===== src/rtl/wb_regfile.sv =====
// wb_regfile: write-back select, 32x32 register file with write-through read ports, committed-write counter
// Ports:
//   clk, reset (async, active-low)
//   alu_jump, mem_data, imm : candidate write-back values from MEM/WB
//   rd, esc_reg             : destination index and write enable from MEM/WB
//   lw, lui                 : write-back select (lw has priority over lui)
//   rs1, rs2 -> rdata1/2    : combinational read ports with same-cycle bypass
//   wb_data                 : selected write-back value
//   wr_count                : number of committed register writes (wraps)
module wb_regfile #(
    parameter int XLEN = 32,
    parameter int NREG = 32
) (
    input  logic            clk,
    input  logic            reset,
    input  logic [XLEN-1:0] alu_jump,
    input  logic [XLEN-1:0] mem_data,
    input  logic [XLEN-1:0] imm,
    input  logic [4:0]      rd,
    input  logic            esc_reg,
    input  logic            lw,
    input  logic            lui,
    input  logic [4:0]      rs1,
    input  logic [4:0]      rs2,
    output logic [XLEN-1:0] rdata1,
    output logic [XLEN-1:0] rdata2,
    output logic [XLEN-1:0] wb_data,
    output logic [31:0]     wr_count
);
    logic [XLEN-1:0] regs [NREG];
    logic            we;

    assign wb_data = lw ? mem_data : lui ? imm : alu_jump;
    assign we      = esc_reg && (rd != 5'd0);

    // Entry 0 is never written; reads of index 0 are forced to zero below.
    always_ff @(posedge clk or negedge reset) begin
        if (!reset) begin
            for (int i = 0; i < NREG; i++) regs[i] <= '0;
            wr_count <= '0;
        end else if (we) begin
            regs[rd] <= wb_data;
            wr_count <= wr_count + 32'd1;
        end
    end

    // Reads are zeroed while reset is held so the bypass path cannot leak a value.
    assign rdata1 = (!reset || rs1 == 5'd0) ? '0 : (we && rs1 == rd) ? wb_data : regs[rs1];
    assign rdata2 = (!reset || rs2 == 5'd0) ? '0 : (we && rs2 == rd) ? wb_data : regs[rs2];
endmodule


===== config.mk =====
export PLATFORM = sky130hd
export DESIGN_NAME = wb_regfile
export DESIGN_NICKNAME = d
export VERILOG_FILES = /design/src/rtl/wb_regfile.sv
export SDC_FILE = /design/constraint.sdc
export NUM_CORES = 2
export LEC_CHECK = 0
export BUFFER_PORTS_ARGS = -buffer_cell sky130_fd_sc_hd__buf_4
export CAP_MARGIN = 20
export CORE_UTILIZATION = 45
export CTS_BUF_LIST = sky130_fd_sc_hd__clkbuf_8
export DETAILED_ROUTE_END_ITERATION = 16
export GPL_TIMING_DRIVEN = 0
export RECOVER_POWER = 25
export SLEW_MARGIN = 15
export SYNTH_ARGS = -nofsm -noshare
export SYNTH_HDL_FRONTEND = slang
export SYNTH_SLANG_ARGS = --single-unit

===== constraint.sdc =====
create_clock -name clk -period 2.7 [get_ports clk]
set_input_delay 0 -clock clk [delete_from_list [all_inputs] [get_ports clk]]
set_output_delay 0 -clock clk [all_outputs]
set_load 0.02 [all_outputs]

==> impl_metrics.ini <==
[routing]
first_pass_iters = 6
avgRoutedWirePerCell_microns = 32.7
drc = 0
first_iter_violations = 6264
vias = 47500
final_antenna_net_count = 0
viasPerCell = 6.51
wirelength_microns = 238000

[power]
p_leak_nw = 28.3
powerDensity_nw_per_um2 = 720
vdd_drop_max_mv = 0.567
total_power_mw = 46.8

[worst_setup_path]
path_buf_inv = 5
r2r-start = wr_count[0]
required_ns = 2.70
critPathMostFrequentCell = buf_4
rrSetupSlack_ns = 0.42
critPathTopFamily = buffers and inverters
arrival_ns = 2.88
max_stage_delay_ns = 0.82
r2r_cells = 6
crit_type = primary input to output pin
r2r-end = wr_count[26]
crit_fanout = 10
end_kind = output pin
slowest_stage = clkbuf_1
start_kind = primary input
cp_cell_sequence = buf_4 > buf_4 > buf_4 > nor2b_1 > clkbuf_1 > a22oi_1 > nand3_1 > a31o_4 > buf_6

[synth]
synth_top_family_by_area = multiplexers
synth_warnings = 0
async_flop_share = 1.00
synth_edf_count = 0
synth-simple-area-share = 0.0967
yosys_register_bits = 1056
synthXorXnorAreaFrac = 0.00662
syn_nets = 5086
synthMuxAreaShare = 0.227
netlist_area_sq_um = 54200
synth_cell_type_count = 52
ys_seq_area_frac = 0.487
syn-instance-count = 4969
ys.flop_type = dfrtp_1
avgSynthCellArea_sq_um = 10.9
synth-compound-area-share = 0.138
synthAdderAreaFrac = 0.000231

[clock_network]
clock-sinks = 1056
ctsHtreeMaxLevel = 4
clock_latency_ns = 0.93
cts.root.buffer_cell = clkbuf_8
clock_path_buffers = 3
cts_buffers = 183
tritoncts = built
path_clk_slew_ns = 0.06

[grt]
antenna_found_initial = 8
grt_pass1_wl_microns = 336000
grt_pass1_vias = 45700
grt.total_usage = 0.393
grt_start_max_net_pins = 146
grt_overflow = 0

[timing]
tns_ns = -3.32
whs_ns = -0.0353
worst_slew_pin_slew_ns = 2.28
slew_headroom = -0.519
setup_ws_ns = -0.180
rsz0062_at_grt = yes
fin_crit_ns = 2.88
timing.fmax_mhz = 347
hold_viol = 3
finalCritPeriodShare = 1.07
setup_viol = 47
final_max_slew_viol_count = 199
fin_worst_skew_ns = 0.0216

[floorplanning]
rows = 126
die_h_microns = 349
die-area_sq_um = 122000
coreArea_sq_um = 119000
die_x_microns = 349
start_util = 0.457
ios = 244

[placed_design]
placed_cell_area_sq_um = 58300
hpwl_microns = 173000
place_inst = 6816
finalWeightedCongestion = 1.01
io_buffers = 233
place_ws_ns = -1.39

[min_path]
min_path_cells = 5
worst_hold_path.endpoint = regs[26]
min_path_type = primary input to flop
min_from = alu_jump[26]

[outcome]
status = finished, violations left
violations = hold timing, capacitance limit, slew limit, setup timing

[cells_and_area]
drive_above_1_share = 0.244
finish.utilization = 0.547
multiInputGateArea_sq_um = 26700
final_area_sq_um = 65000
num-fill-cells = 10400
regArea_sq_um = 26400
area_growth_syn_to_layout_pct = 19.8
instances_no_fill = 7292
final_common_cell = nand2_1
nets = 5677
mostFrequentLayoutCells = nand2_1, dfrtp_1, o21ai_0

[flow_run]
cap_violations = 5
==> state kept, by name, indices dropped and copies added (netlist names) <==
name and cells:
regs 1024, wr_count 32
==> layout make-up <==
class / count / area share
Timing Repair Buffer: 409 / 0.0562
Clock buffer: 237 / 0.0502
Clock inverter: 75 / 0.00562
Sequential cell: 1056 / 0.407
Tap cell: 1600 / 0.0308
Antenna cell: 5 / 0.000193
Multi-Input combinational cell: 3350 / 0.411
Buffer: 528 / 0.0369
Inverter: 32 / 0.00185
==> metal layers <==
metal,GRT usage,share of wire,wire length [microns]
met3,0.164,0.14,33300
met1,0.507,0.37,88000
met5,0,0.00046,110
met2,0.563,0.43,103000
met4,0.207,0.058,13800
==> Yosys cell counts (4+ instances only) <==
library cell	number	area, sq um
xor2_1	10	87.6
buf_6	6	67.6
nor2_1	75	282
buf_1	10	37.5
and2_1	5	31.3
nand4_1	9	56.3
nor2b_1	7	43.8
a21oi_1	70	350
a211oi_1	32	240
buf_4	30	225
nand2b_1	5	31.3
inv_1	32	120
dfrtp_1	1056	26400
o21ai_0	1009	5050
clkbuf_1	390	1460
o22ai_1	95	594
nand3_1	74	370
nor3_1	20	100
xnor2_1	31	272
mux2i_1	154	1540
buf_2	93	465
nor3b_1	4	30.0
a31o_1	15	131
nand2_1	1085	4070
mux4_2	478	10800
o2bb2ai_1	32	280
and4_1	4	35.0
and3_1	7	43.8
a22oi_1	97	728
==> cells by family after synthesis <==
logic type	count (synthesis)
buffers and inverters	563
DFF	1056
muxes	632
and+or+nand+nor	1311
adders and majority gates	1
AOI/OAI and AO/OA	1365
xor gates and xnor gates	41
==> worst reg2reg max path, cell delays in order (launching register included) <==
cell and delay, ns:
dfrtp_1 0.43, ha_1 0.19, and3_1 0.29, o211ai_1 0.32
nor3_2 0.57, nand4_1 0.19, xnor2_1 0.16
==> what timing repair did <==
action,in CTS,in global routing
resized for setup,238,107
hold buffers,133,0
gates cloned,5,0
endpoints found under the setup margin,72,62
pin swaps,38,29
hold endpoints to repair,1683,0
buffers inserted,10,13
==> power by group <==
part / switching (mW) / total, mW / leakage (nW) / internal [mW]
Combinational: 6.11 / 10.9 / 12.4 / 4.83
Clock: 7.09 / 15.0 / 2.05 / 7.87
Sequential: 2.24 / 20.9 / 13.9 / 18.7
==> worst max-delay path by stage <==
stage	from	end	cells after the start
detailed placement	reset	rdata1[19]	9
global placement	reset	regs[856]	1
finish	rs2[2]	rdata2[22]	9
CTS	regs[272]	rdata2[16]	6
global route	regs[268]	rdata2[12]	6
floorplan	wr_count[0]	wr_count[26]	6
(Power assumes the default switching activity.)
